## src/rtl/bp_me_pkg.sv

```systemverilog
// Shared CCE stall-controller types.
// Stall-cause bit positions and widths.
package bp_me_pkg;

   localparam int stall_cause_width_gp = 6;

   typedef enum logic [2:0] {
      e_stall_src    = 3'd0,
      e_stall_sink   = 3'd1,
      e_stall_credit = 3'd2,
      e_stall_wfq    = 3'd3,
      e_stall_fu     = 3'd4,
      e_stall_busy   = 3'd5
   } bp_cce_stall_cause_e;

   typedef logic [stall_cause_width_gp-1:0] bp_cce_stall_cause_t;

endpackage

```

## src/rtl/bp_cce_inst_stall_ctrl_if.sv

```systemverilog
// Decoder <-> stall-controller signal bundle.
// master: decoder / queue side, slave: stall controller.
interface bp_cce_inst_stall_ctrl_if
   import bp_me_pkg::*;
   #(parameter int num_src_q_p       = 4
    ,parameter int num_sink_q_p      = 2
    ,parameter int num_fu_p          = 7
    ,parameter int mem_credits_p     = 8
    ,parameter int watchdog_cycles_p = 1024
    )
   ();

   localparam int credit_width_lp = $clog2(mem_credits_p+1);
   localparam int stall_width_lp  = $clog2(watchdog_cycles_p+1);

   logic                        inst_v_i;
   logic [num_src_q_p-1:0]      src_yumi_req_i;
   logic [num_src_q_p-1:0]      src_v_i;
   logic [num_sink_q_p-1:0]     sink_v_req_i;
   logic [num_sink_q_p-1:0]     sink_ready_and_i;
   logic                        wfq_v_i;
   logic [num_src_q_p-1:0]      wfq_mask_i;
   logic [num_fu_p-1:0]         fu_use_i;
   logic [num_fu_p-1:0]         fu_busy_i;
   logic                        global_busy_i;
   logic                        credit_return_i;
   logic                        watchdog_clr_i;

   logic                        stall_o;
   bp_cce_stall_cause_t         stall_cause_o;
   logic [num_src_q_p-1:0]      src_yumi_o;
   logic [num_sink_q_p-1:0]     sink_v_o;
   logic [credit_width_lp-1:0]  credit_count_o;
   logic                        credits_empty_o;
   logic [stall_width_lp-1:0]   stall_cycles_o;
   logic                        watchdog_o;
   logic                        credit_err_o;

   modport master (
      output inst_v_i, src_yumi_req_i, src_v_i
            ,sink_v_req_i, sink_ready_and_i
            ,wfq_v_i, wfq_mask_i, fu_use_i, fu_busy_i
            ,global_busy_i, credit_return_i, watchdog_clr_i
     ,input  stall_o, stall_cause_o, src_yumi_o, sink_v_o
            ,credit_count_o, credits_empty_o
            ,stall_cycles_o, watchdog_o, credit_err_o
   );

   modport slave (
      input  inst_v_i, src_yumi_req_i, src_v_i
            ,sink_v_req_i, sink_ready_and_i
            ,wfq_v_i, wfq_mask_i, fu_use_i, fu_busy_i
            ,global_busy_i, credit_return_i, watchdog_clr_i
     ,output stall_o, stall_cause_o, src_yumi_o, sink_v_o
            ,credit_count_o, credits_empty_o
            ,stall_cycles_o, watchdog_o, credit_err_o
   );

endinterface

```

## src/rtl/bp_cce_credit_counter.sv

```systemverilog
// Up/down memory-credit counter, resets full.
// A return while full is dropped and latches a sticky overflow flag.
module bp_cce_credit_counter
   #(parameter int max_p   = 8
    ,parameter int width_p = $clog2(max_p+1)
    )
   (input  logic               clk_i
   ,input  logic               reset_i
   ,input  logic               down_i
   ,input  logic               up_i
   ,output logic [width_p-1:0] count_o
   ,output logic               empty_o
   ,output logic               overflow_o
   );

   localparam logic [width_p-1:0] max_lp = width_p'(max_p);
   localparam logic [width_p-1:0] one_lp = width_p'(1);

   logic [width_p-1:0] count_q, count_d;
   logic               ovf_q, ovf_d;
   logic               full, empty;

   assign full  = (count_q == max_lp);
   assign empty = (count_q == '0);

   always_comb begin
      count_d = count_q;
      ovf_d   = ovf_q;
      unique case ({up_i, down_i})
         2'b10: begin
            if (full) ovf_d = 1'b1;
            else      count_d = count_q + one_lp;
         end
         2'b01: begin
            if (!empty) count_d = count_q - one_lp;
         end
         default: begin
            count_d = count_q;
         end
      endcase
   end

   always_ff @(posedge clk_i or posedge reset_i) begin
      if (reset_i) begin
         count_q <= max_lp;
         ovf_q   <= 1'b0;
      end else begin
         count_q <= count_d;
         ovf_q   <= ovf_d;
      end
   end

   assign count_o    = count_q;
   assign empty_o    = empty;
   assign overflow_o = ovf_q;

endmodule

```

## src/rtl/bp_cce_inst_stall_ctrl.sv

```systemverilog
// CCE microcode stall controller: hazard causes, gated fires,
// memory credits, consecutive-stall counter and sticky watchdog.
module bp_cce_inst_stall_ctrl
   import bp_me_pkg::*;
   #(parameter int num_src_q_p       = 4
    ,parameter int num_sink_q_p      = 2
    ,parameter int num_fu_p          = 7
    ,parameter int credit_sink_p     = 1
    ,parameter int mem_credits_p     = 8
    ,parameter int watchdog_cycles_p = 1024
    )
   (input  logic clk_i
   ,input  logic reset_i
   ,bp_cce_inst_stall_ctrl_if.slave io
   );

   localparam int credit_width_lp = $clog2(mem_credits_p+1);
   localparam int stall_width_lp  = $clog2(watchdog_cycles_p+1);

   localparam logic [stall_width_lp-1:0] stall_max_lp =
      stall_width_lp'(watchdog_cycles_p);
   localparam logic [stall_width_lp-1:0] stall_trip_lp =
      stall_width_lp'(watchdog_cycles_p-1);
   localparam logic [stall_width_lp-1:0] stall_one_lp =
      stall_width_lp'(1);

   bp_cce_stall_cause_t        cause;
   logic                       stall;
   logic                       fire;
   logic                       credit_send;
   logic [credit_width_lp-1:0] credit_count;
   logic                       credits_empty;
   logic                       credit_err;

   // Causes use only the registered credit count, never this cycle's return.
   always_comb begin
      cause                 = '0;
      cause[e_stall_src]    = |(io.src_yumi_req_i & ~io.src_v_i);
      cause[e_stall_sink]   = |(io.sink_v_req_i & ~io.sink_ready_and_i);
      cause[e_stall_credit] = io.sink_v_req_i[credit_sink_p] & credits_empty;
      cause[e_stall_wfq]    = io.wfq_v_i & ~|(io.wfq_mask_i & io.src_v_i);
      cause[e_stall_fu]     = |(io.fu_use_i & io.fu_busy_i);
      cause[e_stall_busy]   = io.global_busy_i;
      cause = cause & {stall_cause_width_gp{io.inst_v_i}};
   end

   assign stall = |cause;
   assign fire  = io.inst_v_i & ~stall;

   assign io.stall_o       = stall;
   assign io.stall_cause_o = cause;
   assign io.src_yumi_o    = io.src_yumi_req_i & {num_src_q_p{fire}};
   assign io.sink_v_o      = io.sink_v_req_i & {num_sink_q_p{fire}};

   assign credit_send = fire & io.sink_v_req_i[credit_sink_p];

   bp_cce_credit_counter
      #(.max_p(mem_credits_p)
       ,.width_p(credit_width_lp)
       )
      credit_cnt
      (.clk_i(clk_i)
      ,.reset_i(reset_i)
      ,.down_i(credit_send)
      ,.up_i(io.credit_return_i)
      ,.count_o(credit_count)
      ,.empty_o(credits_empty)
      ,.overflow_o(credit_err)
      );

   assign io.credit_count_o  = credit_count;
   assign io.credits_empty_o = credits_empty;
   assign io.credit_err_o    = credit_err;

   logic [stall_width_lp-1:0] stall_cnt_q, stall_cnt_d;
   logic                      wd_q, wd_d;
   logic                      stalled;

   assign stalled = io.inst_v_i & stall;

   // Trip on the watchdog_cycles_p-th consecutive stall; a trip beats a clear.
   always_comb begin
      stall_cnt_d = '0;
      if (stalled) begin
         stall_cnt_d = (stall_cnt_q == stall_max_lp)
                     ? stall_cnt_q
                     : stall_cnt_q + stall_one_lp;
      end
      wd_d = wd_q;
      if (io.watchdog_clr_i) wd_d = 1'b0;
      if (stalled && (stall_cnt_q == stall_trip_lp)) wd_d = 1'b1;
   end

   always_ff @(posedge clk_i or posedge reset_i) begin
      if (reset_i) begin
         stall_cnt_q <= '0;
         wd_q        <= 1'b0;
      end else begin
         stall_cnt_q <= stall_cnt_d;
         wd_q        <= wd_d;
      end
   end

   assign io.stall_cycles_o = stall_cnt_q;
   assign io.watchdog_o     = wd_q;

endmodule

```

## src/flat_wrapper.sv

```systemverilog
// flat-port wrapper written by rule: the top's interface ports become plain ports
module bp_cce_inst_stall_ctrl_flat import bp_me_pkg::*;
#(parameter int num_src_q_p       = 4
    ,parameter int num_sink_q_p      = 2
    ,parameter int num_fu_p          = 7
    ,parameter int credit_sink_p     = 1
    ,parameter int mem_credits_p     = 8
    ,parameter int watchdog_cycles_p = 1024
    )
  (clk_i, reset_i, io_inst_v_i, io_src_yumi_req_i, io_src_v_i, io_sink_v_req_i, io_sink_ready_and_i, io_wfq_v_i, io_wfq_mask_i, io_fu_use_i, io_fu_busy_i, io_global_busy_i, io_credit_return_i, io_watchdog_clr_i, io_stall_o, io_stall_cause_o, io_src_yumi_o, io_sink_v_o, io_credit_count_o, io_credits_empty_o, io_stall_cycles_o, io_watchdog_o, io_credit_err_o);
  bp_cce_inst_stall_ctrl_if #(.num_src_q_p(num_src_q_p), .num_sink_q_p(num_sink_q_p), .num_fu_p(num_fu_p), .mem_credits_p(mem_credits_p), .watchdog_cycles_p(watchdog_cycles_p)) io_i ();
  input  logic clk_i;
  input  logic reset_i;
  input wire logic [$bits(io_i.inst_v_i)-1:0] io_inst_v_i;
  input wire logic [$bits(io_i.src_yumi_req_i)-1:0] io_src_yumi_req_i;
  input wire logic [$bits(io_i.src_v_i)-1:0] io_src_v_i;
  input wire logic [$bits(io_i.sink_v_req_i)-1:0] io_sink_v_req_i;
  input wire logic [$bits(io_i.sink_ready_and_i)-1:0] io_sink_ready_and_i;
  input wire logic [$bits(io_i.wfq_v_i)-1:0] io_wfq_v_i;
  input wire logic [$bits(io_i.wfq_mask_i)-1:0] io_wfq_mask_i;
  input wire logic [$bits(io_i.fu_use_i)-1:0] io_fu_use_i;
  input wire logic [$bits(io_i.fu_busy_i)-1:0] io_fu_busy_i;
  input wire logic [$bits(io_i.global_busy_i)-1:0] io_global_busy_i;
  input wire logic [$bits(io_i.credit_return_i)-1:0] io_credit_return_i;
  input wire logic [$bits(io_i.watchdog_clr_i)-1:0] io_watchdog_clr_i;
  output wire logic [$bits(io_i.stall_o)-1:0] io_stall_o;
  output wire logic [$bits(io_i.stall_cause_o)-1:0] io_stall_cause_o;
  output wire logic [$bits(io_i.src_yumi_o)-1:0] io_src_yumi_o;
  output wire logic [$bits(io_i.sink_v_o)-1:0] io_sink_v_o;
  output wire logic [$bits(io_i.credit_count_o)-1:0] io_credit_count_o;
  output wire logic [$bits(io_i.credits_empty_o)-1:0] io_credits_empty_o;
  output wire logic [$bits(io_i.stall_cycles_o)-1:0] io_stall_cycles_o;
  output wire logic [$bits(io_i.watchdog_o)-1:0] io_watchdog_o;
  output wire logic [$bits(io_i.credit_err_o)-1:0] io_credit_err_o;
  assign io_i.inst_v_i = io_inst_v_i;
  assign io_i.src_yumi_req_i = io_src_yumi_req_i;
  assign io_i.src_v_i = io_src_v_i;
  assign io_i.sink_v_req_i = io_sink_v_req_i;
  assign io_i.sink_ready_and_i = io_sink_ready_and_i;
  assign io_i.wfq_v_i = io_wfq_v_i;
  assign io_i.wfq_mask_i = io_wfq_mask_i;
  assign io_i.fu_use_i = io_fu_use_i;
  assign io_i.fu_busy_i = io_fu_busy_i;
  assign io_i.global_busy_i = io_global_busy_i;
  assign io_i.credit_return_i = io_credit_return_i;
  assign io_i.watchdog_clr_i = io_watchdog_clr_i;
  assign io_stall_o = io_i.stall_o;
  assign io_stall_cause_o = io_i.stall_cause_o;
  assign io_src_yumi_o = io_i.src_yumi_o;
  assign io_sink_v_o = io_i.sink_v_o;
  assign io_credit_count_o = io_i.credit_count_o;
  assign io_credits_empty_o = io_i.credits_empty_o;
  assign io_stall_cycles_o = io_i.stall_cycles_o;
  assign io_watchdog_o = io_i.watchdog_o;
  assign io_credit_err_o = io_i.credit_err_o;
  bp_cce_inst_stall_ctrl #(.num_src_q_p(num_src_q_p), .num_sink_q_p(num_sink_q_p), .num_fu_p(num_fu_p), .credit_sink_p(credit_sink_p), .mem_credits_p(mem_credits_p), .watchdog_cycles_p(watchdog_cycles_p)) u_core (.clk_i(clk_i), .reset_i(reset_i), .io(io_i));
endmodule
```

## config.mk

```make
export PLATFORM = sky130hd
export DESIGN_NAME = bp_cce_inst_stall_ctrl_flat
export DESIGN_NICKNAME = d
export VERILOG_FILES = /design/src/rtl/bp_me_pkg.sv /design/src/rtl/bp_cce_inst_stall_ctrl_if.sv /design/src/rtl/bp_cce_credit_counter.sv /design/src/rtl/bp_cce_inst_stall_ctrl.sv /design/src/flat_wrapper.sv
export SDC_FILE = /design/constraint.sdc
export NUM_CORES = 1
export LEC_CHECK = 0
export BUFFER_PORTS_ARGS = -buffer_cell sky130_fd_sc_hd__clkbuf_2
export CAP_MARGIN = 40
export CORE_MARGIN = 1.5
export CORE_UTILIZATION = 24
export DETAILED_ROUTE_END_ITERATION = 7
export GPL_TIMING_DRIVEN = 0
export SYNTH_ARGS = -nofsm -noshare
export SYNTH_HDL_FRONTEND = slang
export SYNTH_SLANG_ARGS = --single-unit
```

## constraint.sdc

```tcl
create_clock -name clk_i -period 3.25 [get_ports clk_i]
set_input_delay 0.325 -clock clk_i [delete_from_list [all_inputs] [get_ports clk_i]]
set_output_delay 0.325 -clock clk_i [all_outputs]
set_load 0.01 [all_outputs]
```

### Yosys cells after proc, flatten, opt, wreduce, memory -nomap -nowiden

Cells that the tools add are included.

| storage, ports and cells | value |
|---|---|
| flip-flop bits (word level) | 17 |
| output and inout bits | 31 |

| operators by class | value |
|---|---|
| add/subtract/negate cells | 3 |
| equal/unequal tests | 8 |
| multiplexer cells | 7 |
| bitwise operators | 15 |
| reduce and logical (&&, ||, !) cells | 12 |

Operators by type and width:

| operator | number |
|---|---|
| 11-bit two-way mux | 2 |
| 4-bit AND | 3 |
| 11-bit by 1-bit adder with 11-bit output, second input constant | 1 |
| 11-bit by 10-bit == test with 1-bit output, second input constant | 1 |
| 11-bit == test, second input constant | 1 |
| 4-bit two-way mux | 2 |
| 4-bit case mux with 2 select lines | 1 |
| 4-bit OR reduction | 2 |
| 7-bit AND | 1 |
| 7-bit OR reduction | 1 |
| 6-bit AND | 1 |
| 2-bit != test, second input constant | 3 |
| 6-bit OR reduction | 1 |
| 1-bit AND | 5 |
| 4-bit by 1-bit adder with 4-bit output, second input constant | 1 |
| 2-bit AND | 2 |
| 4-bit == test, second input constant | 1 |
| 4-bit zero test | 1 |
| 4-bit inverter | 1 |
| 2-bit nonzero test | 2 |
| 4-bit by 1-bit subtractor with 4-bit output, second input constant | 1 |
| 3-bit AND reduction | 1 |
| 2-bit by 1-bit == test with 1-bit output, second input constant | 1 |
| 2-bit == test, second input constant | 1 |
| other kinds (7) | 8 |

### Longest topological paths before layout

Gate-level depths: netlist of the first run.

| depth | value |
|---|---|
| depth after elaboration | 12 |
| depth in mapped cells | 12 |

### Hierarchy

From an unflattened synthesis of the first run, not the netlist that was laid out.

| unflattened totals | value |
|---|---|
| cells, all modules | 129 |
| area total of the unflattened synthesis | 1182.4 um^2 |

By module, submodules not included:

| module | times used | cells each | area an instance (um^2) |
|---|---|---|---|
| bp_cce_inst_stall_ctrl | 1 | 94 | 840.8 |
| bp_cce_credit_counter | 1 | 35 | 341.6 |

### Worst setup path after synthesis of the first run

No wires, ideal clock.

| timing | value |
|---|---|
| path type | input -> register |
| start | input io_fu_use_i[1] |
| end | register u_core.credit_cnt.count_q[3], in the netlist u_core.credit_cnt.count_o[3] |
| arrival time | 3011 ps |
| data required time | 3168 ps |
| path slack | 157 ps |
| stages | 12 |
| path buffers | 0 |
| cells stage by stage | a222oi_1 > nand3_1 > and2_2 > nor3b_4 > inv_2 > nor3_1 > ha_1 > a21o_1 > a21o_1 > or2_2 > mux2_4 > mux2_4 |

| between the ends | value |
|---|---|
| word-level cells in the longest chain between the ends | 10 |

Ends and longest elaborated chain:

| what | line | text |
|---|---|---|
| from (decl) | flat_wrapper.sv:21 | `input wire logic [$bits(io_i.fu_use_i)-1:0] io_fu_use_i;` |
| 7-bit AND (*) | bp_cce_inst_stall_ctrl.sv:42 | `cause[e_stall_fu] = \|(io.fu_use_i & io.fu_busy_i);` |
| 7-bit OR reduction (*) | bp_cce_inst_stall_ctrl.sv:42 |  |
| 6-bit AND (*) | bp_cce_inst_stall_ctrl.sv:44 | `cause = cause & {stall_cause_width_gp{io.inst_v_i}};` |
| named net io_stall_cause_o[4] | flat_wrapper.sv:27 | `output wire logic [$bits(io_i.stall_cause_o)-1:0] io_stall_cause_o;` |
| 6-bit OR reduction (*) | bp_cce_inst_stall_ctrl.sv:47 | `assign stall = \|cause;` |
| named net io_stall_o | flat_wrapper.sv:26 | `output wire logic [$bits(io_i.stall_o)-1:0] io_stall_o;` |
| 1-bit inverter (*) | bp_cce_inst_stall_ctrl.sv:48 | `assign fire = io.inst_v_i & ~stall;` |
| 1-bit AND (*) | bp_cce_inst_stall_ctrl.sv:48 |  |
| 1-bit AND (*) | bp_cce_inst_stall_ctrl.sv:55 | `assign credit_send = fire & io.sink_v_req_i[credit_sink_p];` |
| 2-bit by 1-bit == test with 1-bit output or 2-bit == test (tied branches) | bp_cce_credit_counter.sv:29 | `unique case ({up_i, down_i})` |
| 2-bit != test (no source line) or 2-bit nonzero test (tied branches) | -- |  |
| 3-bit AND reduction (no source line) | -- |  |
| to (signal assigned) | bp_cce_credit_counter.sv:45 | `count_q <= max_lp;` |
| to (signal assigned) | bp_cce_credit_counter.sv:48 | `count_q <= count_d;` |
| to (decl) | bp_cce_credit_counter.sv:19 | `logic [width_p-1:0] count_q, count_d;` |

Mark *: on every way through the listed nets, which the timed path passes. The rest lies on a longest branch.
A chain may end at the register's enable or synchronous reset.

### Worst setup path in the final report of the first run

| timing | value |
|---|---|
| start | register u_core.credit_cnt.count_q[1], in the netlist u_core.credit_cnt.count_o[1] |
| end | register u_core.credit_cnt.count_q[3], in the netlist u_core.credit_cnt.count_o[3] |

| between the ends | value |
|---|---|
| word-level cells in the longest chain between the ends | 10 |

Ends and longest elaborated chain:

| what | line | text |
|---|---|---|
| 4-bit zero test | bp_cce_credit_counter.sv:24 | `assign empty = (count_q == '0);` |
| 1-bit AND | bp_cce_inst_stall_ctrl.sv:40 | `cause[e_stall_credit] = io.sink_v_req_i[credit_sink_p] & credits_empty;` |
| 6-bit AND | bp_cce_inst_stall_ctrl.sv:44 |  |
| 6-bit OR reduction | bp_cce_inst_stall_ctrl.sv:47 |  |
| 1-bit inverter | bp_cce_inst_stall_ctrl.sv:48 |  |
| 1-bit AND | bp_cce_inst_stall_ctrl.sv:48 |  |
| 1-bit AND | bp_cce_inst_stall_ctrl.sv:55 |  |
| 2-bit by 1-bit == test with 1-bit output or 2-bit == test (tied branches) | bp_cce_credit_counter.sv:29 |  |
| 2-bit != test (no source line) or 2-bit nonzero test (tied branches) | -- |  |
| 3-bit AND reduction (no source line) | -- |  |

Several ways; a longest one is shown, not always the timed one. The select of a mux whose other input is x is not followed.

==> metrics, run 1 <==
status=complete, no violations; Worst Path Required=3.43 ns; Hold Path Class=input port to async pin; Buffers & Inverters on Critical Path=1; Hold Buf Count CTS=0; Num CTS Buffers=3; area of the core=4820 µm²; Switching Share=0.371; GRT Total Usage=0.109; Seq/Total Area, Yosys=0.349; Final period util=0.945; RSZ-0062 raised after global routing=no; commonest cells after routing, fill and taps aside=clkbuf_2, nor2_1, dfrtp_1; Distinct cells, synth=44; Syn Inst Count=140; Synth Flop Type=dfrtp_1; CTS max path bufs=2; ratio of cells with drive above 1 in the final layout=0.416; critical path endpoint category=flip-flop; YS warnings=0; Max rail drop VDD=a little over 0.3 mV; Max Fclk=0.326 GHz; Finished Cell Area=about 1700 µm²; deepest level of the CTS H-tree=1; worst hold slack=0.143 ns; vias in the first global route=around 1100; Critical Path Max Stage Delay=0.54 ns; worst reg2reg startpoint=u_core.credit_cnt.count_o[1]; P_int=0.000529 W; initial DRC count=24; Worst-Margin Slew=0.660 ns; power per cell area=491 nW/µm²; R2R Path End=u_core.credit_cnt.count_o[3]; Leak=0.948 nW; slowest CP cell=nor4_1; width of the die=74.4 µm; wirelength, routed=just over 3000 µm; CP delay by family, top=simple AND/OR/NAND/NOR gates; Max-slew headroom=0.560; mean routed wirelength per cell=11.1 µm; Fin. Hold Viols=0; Slew Limit Fails=0; Port-buffer cells=67; Setup CP Type=flip-flop to flip-flop; clock network fraction of design power=0.184; EDFF count, synth=0; CTS tree=built; critical-path cell list=nor4_1 > nand3_1 > nand3_1 > nor3b_4 > inv_2 > nor3_2 > ha_1 > a21o_1 > a21o_1 > or2_2 > mux2_4 > mux2_4; ANT cells=0; skew final=roughly 0.0011 ns; largest net degree at the start of global routing=18; clk sinks=17; Placement Rows=25; commonest non-fill, non-tap cell in the layout=clkbuf_2; drt first pass iters=4; total net switching power=~0.00031 W; Ports=68; final setup vio count=0; Async SR Flop Fraction=1.00; Post-DP Area=~1600 µm²; GPL Wtd Cong=roughly 0.78; die area=5530 µm²; initial antenna violation count=0; GRT Residual Overflow=0; Worst-path clk slew=~0.06 ns; Synthesized Nets=182; Starting Density=0.254; max-cap violation count=0; root buffer cell=clkbuf_8; die height=74.4 µm; Final min period=3.07 ns; DP Wirelength=between 2000 and 2500 µm; Seq pwr share=0.392; fin nets=257; Combinational Power Share=0.424; r2r setup slk=0.18 ns; startpoint types=flip-flop; synthesized flop and latch total=17; syn_area_per_cell=8.73 µm²; first-pass GRT wire length=4840 µm; CP arrival=3.25 ns; clk_lat worst skew=0.25 ns; post-layout util=0.356; Via-to-Cell Ratio=4.38; CP Max Fanout=6; mapped cell area=roughly 1200 µm²; r2r worst-path depth=12; area growth from synthesis to layout=40.3%; Antenna Nets Post-Route=0; Remaining DRCs=0; Via Count=roughly 1200
worst reg2reg max path, cell delays in order (launching register included):
cell     delay, ns
dfrtp_1       0.44
nor4_1        0.54
nand3_1       0.17
nand3_1       0.19
nor3b_4       0.09
inv_2         0.07
nor3_2        0.04
ha_1          0.29
a21o_1        0.17
a21o_1        0.19
or2_2         0.29
mux2_4        0.27
mux2_4        0.26
stage by stage:
step | worst slack (ns) | instances | total power [W] | setup TNS (ns)
3_3_place_gp | -0.166 | 274 | 0.000685 | -0.166
6_report | 0.178 | 281 | 0.000842 | 0
4_1_cts | 0.00282 | 278 | 0.000849 | 0
3_5_place_dp | -0.165 | 274 | 0.000689 | -0.165
2_1_floorplan | 0.157 | 140 | 0.000555 | 0
5_1_grt | 0.0213 | 281 | 0.000916 | 0
synth_stat cells, drive strengths merged (3+ instances only):
library cell	number	area, µm²
nor2	17	63.8
dfrtp	16	400
inv	14	52.6
nand2	11	41.3
and3	7	43.8
nand3	7	35.0
xor2	6	52.6
xnor2	5	43.8
ha	4	50.1
mux2	4	52.6
nand2b	4	25.0
nor3	4	20.0
and2	3	20.0
buf	3	23.8
nand4	3	18.8
o21ai	3	15.0
worst max-delay path by stage:
stage | endpoint | depth (start not counted) | slack, ns | startpoint
after floorplan | u_core.credit_cnt.count_o[3] | 12 | 0.16 | io_fu_use_i[1]
after global placement | u_core.credit_cnt.count_o[3] | 13 | -0.17 | io_fu_use_i[1]
after detailed placement | u_core.credit_cnt.count_o[3] | 13 | -0.17 | io_fu_use_i[1]
after CTS | u_core.credit_cnt.count_o[3] | 12 | 0.003 | u_core.credit_cnt.count_o[3]
after global routing | u_core.credit_cnt.count_o[3] | 12 | 0.02 | u_core.credit_cnt.count_o[1]
final | u_core.credit_cnt.count_o[3] | 12 | 0.18 | u_core.credit_cnt.count_o[1]
cells by family (layout without fill, tap and decap cells):
logic type | after synthesis | count (layout) | share of synthesized area
DFF | 17 | 17 | 0.349
muxes | 6 | 6 | 0.0594
adders and majority gates | 5 | 5 | 0.0573
xor gates and xnor gates | 11 | 11 | 0.0788
and+or+nand+nor | 66 | 66 | 0.289
buffers and inverters | 19 | 93 | 0.0686
AOI/OAI and AO/OA | 16 | 16 | 0.0983
registers in the layout, indices dropped and copies added (netlist names):
name / cells
u_core.credit_cnt.overflow_o: 1
u_core.credit_cnt.count_o: 4
u_core.io.watchdog_o: 1
u_core.io.stall_cycles_o: 11
metal layers:
| metal | up-vias | track usage | wire length (µm) |
|---|---|---|---|
| met2 | 36 | 0.182 | 1490 |
| met5 | - | 0 | 0 |
| met1 | 564 | 0.150 | 1440 |
| met3 | 2 | 0.0149 | 168 |
| met4 | 0 | 0.0303 | 13 |
| li1 | 630 | - | - |
area by class of cell:
| class | instances | area [µm²] |
|---|---|---|
| Buffer | 5 | 31.3 |
| Multi-Input combinational cell | 104 | 717 |
| Inverter | 14 | 52.6 |
| Clock buffer | 3 | 41.3 |
| Fill cell | 528 | 3100 |
| Clock inverter | 1 | 5.00 |
| Tap cell | 67 | 83.8 |
| Sequential cell | 17 | 427 |
| Timing Repair Buffer | 70 | 358 |
repair_timing:
item,in CTS,in global routing
pin swaps,1,1
setup buffers,0,3
resized for setup,0,1
hold endpoints to repair,0,0
setup endpoints to repair,1,1
power groups by stage:
stage | registers [W] | logic [W] | clock network, W
2_1_floorplan | 0.000345 | 0.000210 | 0
4_1_cts | 0.000331 | 0.000357 | 0.000161
5_1_grt | 0.000341 | 0.000404 | 0.000170
6_report | 0.000330 | 0.000357 | 0.000155
3_3_place_gp | 0.000335 | 0.000350 | 0
3_5_place_dp | 0.000335 | 0.000353 | 0
No activity file was read; power rests on OpenSTA's default activity.
==> inputs of run 2 (changes only) <==
==> constraint.sdc (replaced) <==
create_clock -name clk_i -period 3.25 [get_ports clk_i]
set_input_delay 0.325 -clock clk_i [delete_from_list [all_inputs] [get_ports clk_i]]
set_output_delay 0.325 -clock clk_i [all_outputs]
set_load 0.05 [all_outputs]
==> metrics, run 2 (synthesis gave the netlist of run 1 again) <==
Max-slew headroom=0.566 (+0.00645); die area=5530 µm² (unchanged); Hold Buf Count CTS=0 (unchanged); Port-buffer cells=67 (unchanged); CTS tree=built; commonest cells after routing, fill and taps aside=clkbuf_2, nor2_1, inv_1, dfrtp_1, nand2_1; Via Count=1190 (-3.4%); clk sinks=17 (unchanged); Power Total=0.00105 W (+25%); Post-CTS Setup Bufs=0 (unchanged); first-pass GRT wire length=4440 µm (-8.3%); critical path endpoint category=flip-flop; deepest level of the CTS H-tree=1 (unchanged); r2r setup slk=0.22 ns (+0.04 ns); Worst-Margin Slew=0.650 ns (-0.00966 ns); Antenna Nets Post-Route=0 (unchanged); worst hold slack=0.134 ns (-0.00810 ns); Fin. Hold Viols=0 (unchanged); status=complete, no violations; Slew Limit Fails=0 (unchanged); power per cell area=610 nW/µm² (+24%); wirelength, routed=2990 µm (-4.0%); CP Max Fanout=10 (+4); clk_lat worst skew=0.25 ns (about the same); startpoint types=input port; Max rail drop VDD=0.299 mV (-2.0%); r2r worst-path depth=12 (unchanged); post-layout util=0.358 (+0.00234); Num CTS Buffers=3 (unchanged); RSZ-0062 raised after global routing=no; ratio of cells with drive above 1 in the final layout=0.427 (+0.0107); Final period util=0.936 (-0.00938); # resized after CTS=0 (unchanged); GPL Wtd Cong=0.735 (-5.1%); fin nets=254 (-1.2%); initial antenna violation count=0 (unchanged); Setup CP Type=input port to flip-flop; max reg flops=11 (unchanged); R2R Path End=u_core.credit_cnt.count_o[3]; DP Wirelength=2420 µm (-3.0%); Ports=68 (unchanged); Placement Rows=25 (unchanged); commonest non-fill, non-tap cell in the layout=clkbuf_2; CP arrival=3.22 ns (-0.03 ns); Remaining DRCs=0 (unchanged); Leak=0.939 nW (-0.94%); area growth from synthesis to layout=41.2%; Worst-path clk slew=0.07 ns (about the same); CTS max path bufs=2 (unchanged); GRT Residual Overflow=0 (unchanged); drt first pass iters=4 (unchanged); max-cap violation count=0 (unchanged); critical-path cell list=clkbuf_2 > a222oi_1 > nand3_1 > and2_2 > nor3b_4 > inv_4 > nor3_4 > ha_1 > a21o_1 > a21o_1 > or2_4 > mux2_4 > mux2_4; final setup vio count=0 (unchanged); root buffer cell=clkbuf_8; mean routed wirelength per cell=10.8 µm (-2.9%); Max Fclk=0.329 GHz (+1.0%); Starting Density=0.254 (unchanged); vias in the first global route=1010 (-5.7%); slowest CP cell=nor3b_4; area of the core=4820 µm² (unchanged); width of the die=74.4 µm (unchanged); Hold Path Class=input port to async pin; ANT cells=0 (unchanged); Worst Path Required=3.43 ns (about the same); Critical Path Max Stage Delay=0.45 ns (-0.09 ns); Via-to-Cell Ratio=4.28 (-2.4%); skew final=0.00341 ns (+0.00230 ns); GRT Total Usage=0.102 (-0.00729); Fill cells=537 (+1.7%); die height=74.4 µm (unchanged); FF+latch area=430 µm² (+0.88%); area of the multi-input gates=746 µm² (+4.0%); setup_tns=0 ns (unchanged); Final min period=3.04 ns (-0.0305 ns); largest net degree at the start of global routing=18 (unchanged); worst reg2reg startpoint=u_core.credit_cnt.count_o[3]; initial DRC count=22 (-8.3%)
## run 2: cell types whose count changed in the layout (fill, tap and decap cells not counted), sizes merged
cell	change
buf	-3
clkbuf	+1
clkinv	-1
## run 2: worst max-delay path by stage
stage	cells after the start	start	slack, ns	endpoint
finish	13	io_fu_use_i[1]	0.21	u_core.credit_cnt.count_o[3]
global route	13	io_fu_use_i[1]	0.03	u_core.credit_cnt.count_o[3]
CTS	13	io_fu_use_i[1]	0.18	u_core.credit_cnt.count_o[3]
detailed placement	13	io_fu_use_i[1]	-0.08	u_core.credit_cnt.count_o[3]
global placement	13	io_fu_use_i[1]	-0.06	u_core.credit_cnt.count_o[3]
floorplan	12	u_core.credit_cnt.count_o[2]	-0.06	u_core.credit_cnt.count_o[3]
## run 2: worst max-delay path: cells and delay by family
| family | cells | cell delay (ns) |
|---|---|---|
| and+or+nand+nor | 5 | 1.31 |
| AOI/OAI and AO/OA | 3 | 0.67 |
| adders and majority gates | 1 | 0.25 |
| buffers and inverters | 2 | 0.16 |
| muxes | 2 | 0.52 |
## run 2: power by group
| part | total [W] | switching, W | internal, W |
|---|---|---|---|
| clock | 0.000158 | 0.0000711 | 0.0000869 |
| sequential | 0.000343 | 0.0000732 | 0.000270 |
| combinational | 0.000552 | 0.000372 | 0.000180 |
## run 2: cell type report
cell class,instances,share of cell area
multi-input cells,104,0.432
flip-flops and latches,17,0.249
repair buffers,67,0.194
well taps,67,0.0486
inverters,14,0.0319
clock buffers,4,0.0261
plain buffers,5,0.0181
## run 2: per-stage QoR
stage                     instance area (µm²)  worst slack, ns  std cells
after floorplan                          1260          -0.0585        140
after global placement                   1680          -0.0566        274
after detailed placement                 1680          -0.0753        274
after CTS                                1730            0.181        278
after global routing                     1730           0.0274        278
final                                    1730            0.209        278
## run 2: metal layers
layer | global-route usage | routed length [µm] | vias to the layer above
li1 | - | - | 627
met1 | 0.140 | 1460 | 526
met2 | 0.167 | 1380 | 33
met3 | 0.0163 | 113 | 4
met4 | 0.0303 | 32 | 0
met5 | 0 | 0 | -
==> inputs of run 3 (changes only) <==
--- a/config.mk
+++ b/config.mk
@@ -9,8 +9,10 @@
 export CAP_MARGIN = 40
 export CORE_MARGIN = 1.5
 export CORE_UTILIZATION = 24
+export CTS_CLUSTER_SIZE = 28
 export DETAILED_ROUTE_END_ITERATION = 7
 export GPL_TIMING_DRIVEN = 0
 export SYNTH_ARGS = -nofsm -noshare
 export SYNTH_HDL_FRONTEND = slang
+export SYNTH_HIERARCHICAL = 1
 export SYNTH_SLANG_ARGS = --single-unit
==> metrics, run 3 <==
Hold Path Class=input port to flip-flop; Async SR Flop Fraction=1.00 (unchanged); width of the die=73.2 µm (-1.6%); DP Cell Count=263 (-4.0%); CP Max Fanout=9 (-1); mapped cell area=1180 µm² (-3.3%); GRT Total Usage=0.108 (+0.00568); ratio of cells with drive above 1 in the final layout=0.463 (+0.0361); Max Fclk=0.332 GHz (+1.1%); initial DRC count=46 (+110%); clk_lat worst skew=0.25 ns (about the same); drt first pass iters=4 (unchanged); die height=73.2 µm (-1.6%); most common cell in the synthesized netlist=dfrtp_1; CTS tree=built; GPL Wtd Cong=0.724 (-1.5%); GRT Residual Overflow=0 (unchanged); Setup CP Type=flip-flop to flip-flop; Seq/Total Area, Yosys=0.361 (+0.0118); area of the core=4720 µm² (-1.9%); CP arrival=3.14 ns (-0.08 ns); largest net degree at the start of global routing=13 (-5); ANT cells=0 (unchanged); RSZ-0062 raised after global routing=no; Fin. Hold Viols=0 (unchanged); vias in the first global route=1046 (+3.6%); area fraction of the dominant cell type after synthesis=0.339 (+0.0111); critical path endpoint category=flip-flop; Via-to-Cell Ratio=4.51 (+5.4%); deepest level of the CTS H-tree=1 (unchanged); Placement Rows=25 (unchanged); Synth Flop Type=dfrtp_1; CTS max path bufs=2 (unchanged); Slew Limit Fails=0 (unchanged); max reg flops=11 (unchanged); Num CTS Buffers=3 (unchanged); power per cell area=547 nW/µm² (-10%); YS warnings=6 (+6); fin nets=242 (-4.7%); die area=5360 µm² (-3.1%); Power Total=0.000919 W (-13%); EDFF count, synth=0 (unchanged); Max-slew headroom=0.691 (+0.124); Via Count=1209 (+1.6%); Commonest cells post-synth=dfrtp_1, inv_1, nor2_1, nor2_2, xnor2_1; Synthesized Nets=169 (-7.1%); wirelength, routed=2890 µm (-3.3%); max-cap violation count=0 (unchanged); Syn Inst Count=129 (-7.9%); Port-buffer cells=67 (unchanged); commonest cells after routing, fill and taps aside=clkbuf_2, dfrtp_1, inv_1, nor2_1, nor2_2; startpoint types=flip-flop; synthesized flop and latch total=17 (unchanged); Starting Density=0.250 (-0.00344); DP Wirelength=2300 µm (-5.1%); initial antenna violation count=0 (unchanged); status=complete, no violations; FF+latch area=427 µm² (-0.87%); Max rail drop VDD=0.220 mV (-27%); Yosys top cell by area=dfrtp_1; Leak=0.836 nW (-11%); Distinct cells, synth=44 (unchanged); Area contributors post-synth=dfrtp_1, xnor2_1, nor2_2; Final min period=3.01 ns (-0.0326 ns); Worst-path clk slew=0.07 ns (about the same); Worst Path Required=3.38 ns (-0.05 ns); syn_area_per_cell=9.17 µm² (+5.0%); setup_tns=0 ns (unchanged); Fill cells=509 (-5.2%); area growth from synthesis to layout=42.2%; root buffer cell=clkbuf_8; Worst-Margin Slew=0.464 ns (-0.187 ns); Antenna Nets Post-Route=0 (unchanged); clk sinks=17 (unchanged); final setup vio count=0 (unchanged); Final period util=0.926 (-0.0100); Ports=68 (unchanged); first-pass GRT wire length=4490 µm (+0.95%); area of the multi-input gates=698 µm² (-6.4%); final non-filler cell total=268 (-3.6%); Remaining DRCs=0 (unchanged); skew final=0.00369 ns (+0.000277 ns); commonest non-fill, non-tap cell in the layout=clkbuf_2; mean routed wirelength per cell=10.8 µm (+0.26%)
## run 3: cell types whose count changed in the layout (fill, tap and decap cells not counted), sizes merged, moves of 3 or more
cell	previous run	this run
inv	14	10
a31oi	0	3
nor3	4	1
xnor2	5	8
nand2	11	5
a21oi	1	4
## run 3: power by group
group / total (W) / switching [W] / internal [W]
clock: 0.000159 / 0.0000723 / 0.0000870
sequential: 0.000313 / 0.0000617 / 0.000251
combinational: 0.000447 / 0.000298 / 0.000149
## run 3: through the flow
stage               utilization  cell area, µm²  hold slack [ns]  setup WS [ns]
detailed placement        0.344            1620            0.239        -0.0621
CTS                       0.357            1690            0.329          0.147
global route              0.356            1680            0.330         0.0744
global placement          0.344            1620            0.230        -0.0580
finish                    0.356            1680            0.327          0.241
floorplan                     -            1200            0.103         -0.113
## run 3: critical path, stage by stage, from the launching register on
cell	delay (ns)
dfstp_2	0.64
nor4_4	0.06
nand2b_1	0.15
a211o_1	0.29
o31a_1	0.33
nor2_4	0.13
and3_2	0.28
nand2b_1	0.13
xnor2_1	0.15
ha_1	0.20
nor4b_2	0.21
a21oi_1	0.07
mux2_2	0.28
## run 3: cell type report
type / count / area share
plain buffers: 4 / 0.0223
multi-input cells: 97 / 0.415
flip-flops and latches: 17 / 0.254
clock buffers: 4 / 0.0268
well taps: 67 / 0.0499
inverters: 10 / 0.0223
repair buffers: 69 / 0.210
## run 3: path summary, 6_finish.rpt
path,slack [ns],from,endpoint,depth (start not counted)
min reg2reg,0.49,u_core/io.watchdog_o,u_core/io.watchdog_o,2
max reg2reg,0.24,u_core/credit_cnt/count_o[3],u_core/credit_cnt/count_o[2],12
max in group asynchronous,2.31,reset_i,u_core/io.stall_cycles_o[7],3
min in group asynchronous,0.51,reset_i,u_core/credit_cnt/count_o[2],3
min,0.33,io_watchdog_clr_i,u_core/io.watchdog_o,3
max,0.24,u_core/credit_cnt/count_o[3],u_core/credit_cnt/count_o[2],12
## run 3: layer usage
| layer | GRT usage | wire, µm | up-vias |
|---|---|---|---|
| met5 | 0 | 0 | - |
| met4 | 0.0503 | 51 | 0 |
| met3 | 0.0180 | 193 | 5 |
| met2 | 0.181 | 1360 | 48 |
| met1 | 0.134 | 1280 | 556 |
| li1 | - | - | 600 |
## run 3: timing repair
action	4_1_cts	5_1_grt
hold buffers	1	0
endpoints found under the hold margin	4	0
setup buffers	1	0
cloned	0	0
endpoints found under the setup margin	1	1
gates resized for setup	1	0
pin swaps	1	0
## run 3: cell families (layout without fill, tap and decap cells)
family	after synthesis	after routing	share of synthesized area
buf+inv	15	87	0.0677
fa+ha+maj	3	3	0.0317
simple gates	58	58	0.293
xor+xnor	14	14	0.104
flops	17	17	0.361
compound gates	20	20	0.124
mux	2	2	0.0190
